### src/rtl/data_mem_arbiter.sv
// data_mem_arbiter: round-robin sharing of one single-port data memory
// between a processor port (A) and a host/loader port (B), plus a clear
// sequencer that zero-fills the whole memory while both requesters wait.
module data_mem_arbiter #(
  parameter int W = 8,
  parameter int A = 8
) (
  input  logic         Clk,
  input  logic         Reset,
  input  logic         ReqA,
  input  logic         WeA,
  input  logic [A-1:0] AddrA,
  input  logic [W-1:0] WdataA,
  output logic         GntA,
  output logic [W-1:0] RdataA,
  output logic         RvalidA,
  input  logic         ReqB,
  input  logic         WeB,
  input  logic [A-1:0] AddrB,
  input  logic [W-1:0] WdataB,
  output logic         GntB,
  output logic [W-1:0] RdataB,
  output logic         RvalidB,
  input  logic         ClearStart,
  output logic         ClearBusy,
  output logic         ClearDone,
  output logic         MemWriteEn,
  output logic [A-1:0] MemAddress,
  output logic [W-1:0] MemDataIn,
  input  logic [W-1:0] MemDataOut
);

  typedef enum logic {IDLE, CLEAR} state_t;

  localparam logic [A-1:0] LAST_ADDR = {A{1'b1}};
  localparam logic [A-1:0] ONE       = {{(A-1){1'b0}}, 1'b1};

  state_t       state;
  logic [A-1:0] clear_cnt;
  logic         last_b;
  logic         gnt_a;
  logic         gnt_b;
  logic [W-1:0] rdata_a;
  logic [W-1:0] rdata_b;
  logic         rvalid_a;
  logic         rvalid_b;
  logic         clear_done;

  // Grant decision: only in IDLE and never while reset is asserted; on
  // contention the port that was not served last wins.
  always_comb begin
    gnt_a = 1'b0;
    gnt_b = 1'b0;
    if (state == IDLE && !Reset) begin
      if (ReqA && ReqB) begin
        if (last_b) gnt_a = 1'b1;
        else        gnt_b = 1'b1;
      end else if (ReqA) begin
        gnt_a = 1'b1;
      end else if (ReqB) begin
        gnt_b = 1'b1;
      end
    end
  end

  // Memory port mux: clear writes take priority, otherwise the granted port.
  always_comb begin
    MemWriteEn = 1'b0;
    MemAddress = '0;
    MemDataIn  = '0;
    if (state == CLEAR && !Reset) begin
      MemWriteEn = 1'b1;
      MemAddress = clear_cnt;
    end else if (gnt_a) begin
      MemWriteEn = WeA;
      MemAddress = AddrA;
      MemDataIn  = WdataA;
    end else if (gnt_b) begin
      MemWriteEn = WeB;
      MemAddress = AddrB;
      MemDataIn  = WdataB;
    end
  end

  // Controller state, clear sequencing, priority pointer and read-data return.
  always_ff @(posedge Clk) begin
    if (Reset) begin
      state      <= IDLE;
      clear_cnt  <= '0;
      last_b     <= 1'b1;
      rdata_a    <= '0;
      rdata_b    <= '0;
      rvalid_a   <= 1'b0;
      rvalid_b   <= 1'b0;
      clear_done <= 1'b0;
    end else begin
      rvalid_a   <= gnt_a && !WeA;
      rvalid_b   <= gnt_b && !WeB;
      clear_done <= 1'b0;
      if (gnt_a && !WeA) rdata_a <= MemDataOut;
      if (gnt_b && !WeB) rdata_b <= MemDataOut;
      if (gnt_a)      last_b <= 1'b0;
      else if (gnt_b) last_b <= 1'b1;
      case (state)
        IDLE: begin
          if (ClearStart) begin
            state     <= CLEAR;
            clear_cnt <= '0;
          end
        end
        CLEAR: begin
          clear_cnt <= clear_cnt + ONE;
          if (clear_cnt == LAST_ADDR) begin
            state      <= IDLE;
            clear_done <= 1'b1;
          end
        end
        default: state <= IDLE;
      endcase
    end
  end

  assign GntA      = gnt_a;
  assign GntB      = gnt_b;
  assign RdataA    = rdata_a;
  assign RdataB    = rdata_b;
  assign RvalidA   = rvalid_a;
  assign RvalidB   = rvalid_b;
  assign ClearBusy = (state == CLEAR);
  assign ClearDone = clear_done;

endmodule

### config.mk
export PLATFORM = sky130hd
export DESIGN_NAME = data_mem_arbiter
export DESIGN_NICKNAME = d
export VERILOG_FILES = /design/src/rtl/data_mem_arbiter.sv
export SDC_FILE = /design/constraint.sdc
export NUM_CORES = 1
export LEC_CHECK = 0
export ABC_AREA = 0
export CORE_MARGIN = 4
export CORE_UTILIZATION = 35
export DETAILED_ROUTE_END_ITERATION = 10
export PLACE_DENSITY = 0.83
export SYNTH_ARGS = -nofsm -noshare
export SYNTH_HDL_FRONTEND = slang
export SYNTH_SLANG_ARGS = --single-unit
### constraint.sdc
create_clock -name Clk -period 2.1 [get_ports Clk]
set_input_delay 0.21 -clock Clk [delete_from_list [all_inputs] [get_ports Clk]]
set_output_delay 0.21 -clock Clk [all_outputs]
set_load 0.01 [all_outputs]
# Yosys cells after proc, flatten, opt, wreduce, memory -nomap -nowiden
# Index checks and enable logic that the tools add are counted.
word_totals:
  ff_bits: 29
  inputBits: 47
  output_inout_bits: 39
  word_cells: 48
op_classes:
  n_addsub: 1
  n_eq_ne: 2
  muxes: 26
  bitwise_logic: 1
  reduce_logical: 10
ops:
  columns: ["cell", "count"]
  rows:
  - ["$mux 8", 7]
  - ["$mux 1", 17]
  - ["$pmux 8 s2", 1]
  - ["$add 8x1->8 const B", 1]
  - ["$eq 8x8->1 const B", 1]
  - ["$logic_and 1x1->1", 5]
  - ["$logic_not 1->1", 3]
  - ["$ne 2x2->1 const B", 1]
  - ["$pmux 1 s2", 1]
  - ["$reduce_bool 2->1", 1]
  - ["$reduce_or 2->1", 1]
  - ["$not 1->1", 1]

# Logic depth before layout (Yosys ltp)
# Gate-level depths: netlist (run 1).
depth:
  ltp_word: 7
  ltp_mapped: 5
  depth_no_buf: 4

# Worst setup path before layout (run 1)
# OpenSTA, ideal clock, no wires.
synth_timing:
  path_kind: "reg2out"
  from: "register state, in the netlist ClearBusy"
  to: "output port MemAddress[6]"
  t_arrival_ns: 1.367
  required_time_ns: 1.890
  path_slack_ns: 0.523
  stages_incl_launch_ff: 6
  path_buffers: 2
  cell_sequence: "dfxtp_1 buf_6 or3b_4 nor2_8 buf_8 a221o_1"
synth_rtl:
  columns: ["element", "line", "rtl"]
  rows:
  - ["start: declaration", "38", "state_t state;"]
  - ["start signal: assignment", "88", "state <= IDLE;"]
  - ["start signal: assignment", "107", "state <= CLEAR;"]
  - ["start signal: assignment", "114", "state <= IDLE;"]
  - ["$not 1->1", null, null]
  - ["$logic_and 1x1->1", "54", "if (state == IDLE && !Reset) begin"]
  - ["$mux 1", "54", null]
  - ["via GntA", "14", "output logic GntA,"]
  - ["$mux 8", "74", "end else if (gnt_a) begin"]
  - ["$mux 8", "71", "if (state == CLEAR && !Reset) begin"]
  - ["end: declaration", "28", "output logic [A-1:0] MemAddress,"]
# The timed path passes the listed nets, and every way through them passes these cells.

# Worst setup path after layout (run 1)
layout_timing:
  from: "register last_b"
  to: "output port MemWriteEn"
layout_between:
  elab_chain_len: 6
layout_lines:
  columns: ["element", "line", "rtl"]
  rows:
  - ["start: declaration", "40", "logic last_b;"]
  - ["start signal: assignment", "90", "last_b <= 1'b1;"]
  - ["start signal: assignment", "102", "if (gnt_a) last_b <= 1'b0;"]
  - ["start signal: assignment", "103", "else if (gnt_b) last_b <= 1'b1;"]
  - ["$mux 1", "56", "if (last_b) gnt_a = 1'b1;"]
  - ["$mux 1", "55", "if (ReqA && ReqB) begin"]
  - ["$mux 1", "54", null]
  - ["$mux 1", "78", "end else if (gnt_b) begin"]
  - ["$mux 1 (*)", "74", null]
  - ["$mux 1 (*)", "71", null]
  - ["end: declaration", "27", "output logic MemWriteEn,"]
# Mark *: on every way between the ends. The rest lies on a longest branch, timed or not.

==> flow_summary.toml, run 1 <==
[status]
outcome = "complete, no violations"

[pwr]
pwr-share-seq_pct = 38.8
sw_frac_of_total_pct = 23.5
p_int_w = 0.00115
p_leak_nw = 1.07
pwr-share-comb_pct = 22.3
clockPowerShare_pct = 38.9
power_switching_w = 0.000353
worst_ir_drop_vdd_v = 0.000354
power_density_nw_per_um2 = 569

[yosys]
synth.net_count = 224
netlist_instances = 176
ys_ff_latch = 29
synth-edff-count = 0
synthFlopType = "dfxtp_1"
synth_area_sq_um = 1500
yosysWarnings = 0
synth_cell_types = 40
postSynthAreaPerCell_sq_um = 8.50
synthArstFlopShare_pct = 0
ys_seq_area_share_pct = 38.8

[final_layout]
mostFrequentLayoutCell = "clkdlybuf4s50_1"
nFillCells = 335
antenna_cells = 0
fin_nets = 330
utilization_pct = 65.1
syn_to_final_growth_pct = 76.5
drive_gt1_share_pct = 17.7
final_cell_mix = "clkdlybuf4s50_1 (65), dfxtp_1 (27), nand3_1 (21), nand2_1 (20), buf_4 (20)"

[die]
die_y_um = 73.4
core_area_sq_um = 4060
die_w_um = 73.4
die_area_sq_um = 5390
num_rows = 23
boundaryPins = 86
start_util_pct = 36.9

[worst_setup_path]
cp.arrival_ns = 1.84
startpoint_type = "flop"
reg2reg_slack_ns = 0.58
critPathCaptureType = "primary output"
path_class = "reg -> out"
critPathMaxFanout = 6
cp_data_required_time_ns = 1.89
r2r_cells = 4

[clock_tree]
cts_hold_buf = 0
cts_made_buffers = 5
cts.sinks = 29
clockBufferDepth = 2
htree_levels = 2
cts.clk_slew.worst_paths_ns = 0.06
root_buffer = "clkbuf_8"
cts_tree = "done"
insertion_delay_ns = 0.27

[routing]
num_vias = 1712
ant_nets = 0
routed_via_density = 5.14
first_iter_violations = 69
routedWlPerCell_um = 15.2
wl_mm = 5.06
dr.pass1.iters = 4
drc = 0

[grt]
grt_pass1_vias = 1666
antenna_found_initial = 0
grt_pass1_wl_mm = 7.94
grt_max_degree = 19
overflow = 0
gr-usage-all-layers_pct = 18.8

[worst_hold_path]
min_path_cells = 2
hp-class = "reg -> reg"

[run]
cap_violations = 0

[place]
hpwlAfterDp_mm = 3.71
place_congestion = 0.855
port_buffers = 85

[timing]
slew_viol_final = 0
clock.fmax_mhz = 487
rsz0062_at_grt = "no"
whs_ns = 0.451
worstMarginPinSlew_ns = 0.490
setup_viol = 0
finalClockSkew_ns = 0.00534
fin_crit_ns = 2.05
finalHoldViolCount = 0
tns_ns = 0
slew-limit-headroom_pct = 67.2
min_period_over_period_pct = 97.7
registers in the layout (all words and copies together), names as in the netlist:
register	count
ClearBusy	1
ClearDone	1
RdataA	8
RdataB	8
RvalidA	1
RvalidB	1
clear_cnt	8
last_b	1
synth_stat cells, types with 2 or more instances:
| cell | n | area [sq um] |
|---|---|---|
| dfxtp_1 | 29 | 581 |
| nand3_1 | 21 | 105 |
| nand2_1 | 20 | 75.1 |
| o21ai_0 | 16 | 80.1 |
| nor3_1 | 11 | 55.1 |
| a221o_1 | 9 | 90.1 |
| inv_1 | 9 | 33.8 |
| a22o_1 | 8 | 70.1 |
| a21oi_1 | 6 | 30.0 |
| nor2_1 | 5 | 18.8 |
| nand2b_1 | 4 | 25.0 |
| buf_2 | 3 | 15.0 |
| and3_1 | 2 | 12.5 |
| buf_1 | 2 | 7.51 |
| buf_6 | 2 | 22.5 |
| clkbuf_1 | 2 | 7.51 |
| mux2i_1 | 2 | 20.0 |
| o211ai_1 | 2 | 15.0 |
| or2_2 | 2 | 12.5 |
critical path: stages (launching register included):
cell,delay [ns]
dfxtp_2,0.35
and2b_4,0.37
nor2_4,0.05
buf_4,0.14
buf_4,0.12
a221o_1,0.32
clkdlybuf4s15_2,0.22
path summary, 6_finish.rpt:
path	from	to
min reg2reg	RdataA[0]$_SDFFE_PP0P_	RdataA[0]$_SDFFE_PP0P_
max	last_b$_SDFFE_PP1P_	MemWriteEn
max reg2reg	last_b$_SDFFE_PP1P_	RdataB[6]$_SDFFE_PP0P_
min	RdataA[0]$_SDFFE_PP0P_	RdataA[0]$_SDFFE_PP0P_
through the flow:
stage | instances | area [sq um] | worst slack, ns | total power, W
detailed placement | 314 | 2440 | -0.244 | 0.000919
CTS | 335 | 2670 | -0.0313 | 0.00152
floorplan | 176 | 1500 | 0.523 | 0.000723
global route | 333 | 2640 | 0.00726 | 0.00156
finish | 333 | 2640 | 0.0476 | 0.00150
global placement | 314 | 2440 | -0.236 | 0.000915
what timing repair did:
action | in CTS | in global routing
gates resized for setup | 33 | 3
pin swaps | 4 | 2
cloned | 3 | 0
setup buffers | 10 | 0
endpoints found under the setup margin | 18 | 10
layer usage:
metal	share of wire [%]	GRT usage, %
met5	0	0
met4	1.3	5.43
met3	10	4.65
met2	51	33.0
met1	38	22.5
kinds of logic after synthesis:
logic type / count (synthesis) / synth area share (%)
multiplexers: 3 / 2.09
adder cells (fa/ha/maj): 1 / 0.836
flip-flops: 29 / 38.8
buffers and inverters: 20 / 7.02
AO/OA/AOI/OAI: 44 / 20.4
AND/OR/NAND/NOR: 79 / 30.9
area by class of cell:
type / count / area, sq um / area share [%]
multi-input combinational: 130 / 848 / 32.1
timing repair buffer: 106 / 993 / 37.6
clock inverter: 1 / 30.0 / 1.14
tap: 50 / 62.6 / 2.37
sequential: 29 / 583 / 22.1
inverter: 10 / 37.5 / 1.42
clock buffer: 7 / 86.3 / 3.27
power groups by stage:
stage | sequential, W | combinational, W | clock, W
floorplan | 0.000600 | 0.000123 | 0
global placement | 0.000594 | 0.000320 | 0
detailed placement | 0.000595 | 0.000325 | 0
CTS | 0.000583 | 0.000341 | 0.000596
global route | 0.000586 | 0.000358 | 0.000618
finish | 0.000584 | 0.000335 | 0.000585
No activity file was read; power rests on OpenSTA's default activity.
==> inputs of run 2 (changes only) <==
--- a/config.mk
+++ b/config.mk
@@ -7,9 +7,10 @@
 export LEC_CHECK = 0
 export ABC_AREA = 0
 export CORE_MARGIN = 4
-export CORE_UTILIZATION = 35
+export CORE_UTILIZATION = 41
+export CTS_CLUSTER_SIZE = 14
 export DETAILED_ROUTE_END_ITERATION = 10
-export PLACE_DENSITY = 0.83
+export PLACE_DENSITY = 0.94
 export SYNTH_ARGS = -nofsm -noshare
 export SYNTH_HDL_FRONTEND = slang
 export SYNTH_SLANG_ARGS = --single-unit
==> run 2 against run 1 <==
Compared with the run above:
- worst setup slack lost 0.039 ns
- hold slack better by 0.016 ns
- non-clock buffer count increased by 3
- fmax decreased by 1.9%
- die area down 13%
- count of clock-buffer cells in the layout is the same
- core utilization is 11 points higher
- final cell count shrank 0.30%
- via count is 14% higher
- largest cell class unchanged
- highest routed layer unchanged
==> flow_summary.toml, run 2 (synthesis gave the netlist of run 1 again) <==
[clock_tree]
htree_levels = 2
cts.clk_slew.worst_paths_ns = 0.06
cts.sinks = 29
cts_hold_buf = 0
clockBufferDepth = 2
insertion_delay_ns = 0.29
root_buffer = "clkbuf_8"
cts_tree = "done"
cts_made_buffers = 5

[timing]
fin_crit_ns = 2.09
slew_viol_final = 0
fin_ws_ns = 0.00838
clock.fmax_mhz = 478
slew-limit-headroom_pct = 67.6
worstMarginPinSlew_ns = 0.483
whs_ns = 0.467
setup_viol = 0
finalClockSkew_ns = 0.0200
min_period_over_period_pct = 99.6
finalHoldViolCount = 0

[pwr]
worst_ir_drop_vdd_v = 0.000505
power_density_nw_per_um2 = 590
p_leak_nw = 1.08

[final_layout]
utilization_pct = 76.4
final_area_sq_um = 2630
fin_cells = 332
fin_nets = 333
nFillCells = 216
syn_to_final_growth_pct = 75.7
drive_gt1_share_pct = 19.2
final_cell_mix = "clkdlybuf4s50_1 (65), dfxtp_1 (28), buf_4 (24), nand3_1 (21), nand2_1 (20)"
antenna_cells = 0
mostFrequentLayoutCell = "clkdlybuf4s50_1"

[worst_setup_path]
r2r_cells = 4
cp.arrival_ns = 1.88
critPathCaptureType = "primary output"
worst_r2r_endpoint = "RdataA[6]$_SDFFE_PP0P_"
startpoint_type = "input pin"
reg2reg_from = "ClearBusy$_SDFF_PP0_"
reg2reg_slack_ns = 0.50
critPathMaxFanout = 5
path_class = "in -> out"
cp_data_required_time_ns = 1.89

[die]
boundaryPins = 86
die_y_um = 68.4
num_rows = 21
die_area_sq_um = 4680
die_w_um = 68.4
start_util_pct = 43.5
core_area_sq_um = 3440

[routing]
drc = 0
first_iter_violations = 175
num_vias = 1957
routedWlPerCell_um = 20.3
wl_mm = 6.75
ant_nets = 0
routed_via_density = 5.89
dr.pass1.iters = 5

[grt]
grt_max_degree = 19
gr-usage-all-layers_pct = 29.1
antenna_found_initial = 0
grt_pass1_vias = 1844
grt_pass1_wl_mm = 9.86
overflow = 0

[worst_hold_path]
hp-class = "reg -> reg"
hp-start = "RdataB[4]$_SDFFE_PP0P_"
min_to = "RdataB[4]$_SDFFE_PP0P_"
min_path_cells = 2

[status]
outcome = "complete, no violations"

[place]
place_congestion = 0.898
dp_slack_ns = -0.254
port_buffers = 85
hpwlAfterDp_mm = 3.96
placed_cells = 310
placed_area_sq_um = 2430

[run]
cap_violations = 0
==> run 2: how the worst max path moves through the flow <==
stage | slack [ns] | start | cells past startpoint | to
6_report | 0.008 | ReqA | 7 | MemAddress[5]
3_5_place_dp | -0.25 | Reset | 5 | MemAddress[2]
5_1_grt | -0.008 | ReqA | 6 | MemAddress[1]
3_3_place_gp | -0.25 | Reset | 5 | MemAddress[0]
4_1_cts | 0.02 | ReqA | 6 | MemAddress[6]
2_1_floorplan | 0.52 | ClearBusy$_SDFF_PP0_ | 5 | MemAddress[6]
==> run 2: critical path, cell delays in order <==
cell and delay (ns):
clkdlybuf4s50_1 0.51, or3b_4 0.49, nor2_8 0.17, buf_4 0.13, buf_4 0.09, a221o_1 0.14, buf_2 0.13
==> run 2: power by group <==
part	internal [W]	switching (W)
Clock	0.000387	0.000224
Sequential	0.000570	0.0000156
Combinational	0.000195	0.000160
Total	0.00115	0.000400
==> run 2: cell type report <==
cell class | instances | area (sq um) | share of cell area (%)
Tap cell | 46 | 57.6 | 2.19
Inverter | 10 | 37.5 | 1.43
Clock buffer | 7 | 86.3 | 3.28
Sequential cell | 29 | 582 | 22.1
Timing Repair Buffer | 109 | 986 | 37.5
Clock inverter | 1 | 30.0 | 1.14
Multi-Input combinational cell | 130 | 850 | 32.3
==> run 2: timing repair <==
| item | 4_1_cts | 5_1_grt |
|---|---|---|
| gates resized for setup | 26 | 16 |
| pin swaps | 3 | 3 |
| cloned | 3 | 0 |
| buffers inserted | 7 | 4 |
| setup endpoints to repair | 18 | 10 |
==> run 2: per-layer routing <==
metal  part of all wire (%)  track usage [%]
met1                     36             32.9
met2                     47             48.9
met3                     12             8.37
met4                    5.0             15.6
met5                      0                0
==> run 2: per-stage QoR <==
step / total power (W) / setup TNS [ns]
finish: 0.00155 / 0
global route: 0.00160 / -0.00834
CTS: 0.00152 / 0
detailed placement: 0.000922 / -3.78
global placement: 0.000913 / -3.65
floorplan: 0.000723 / 0
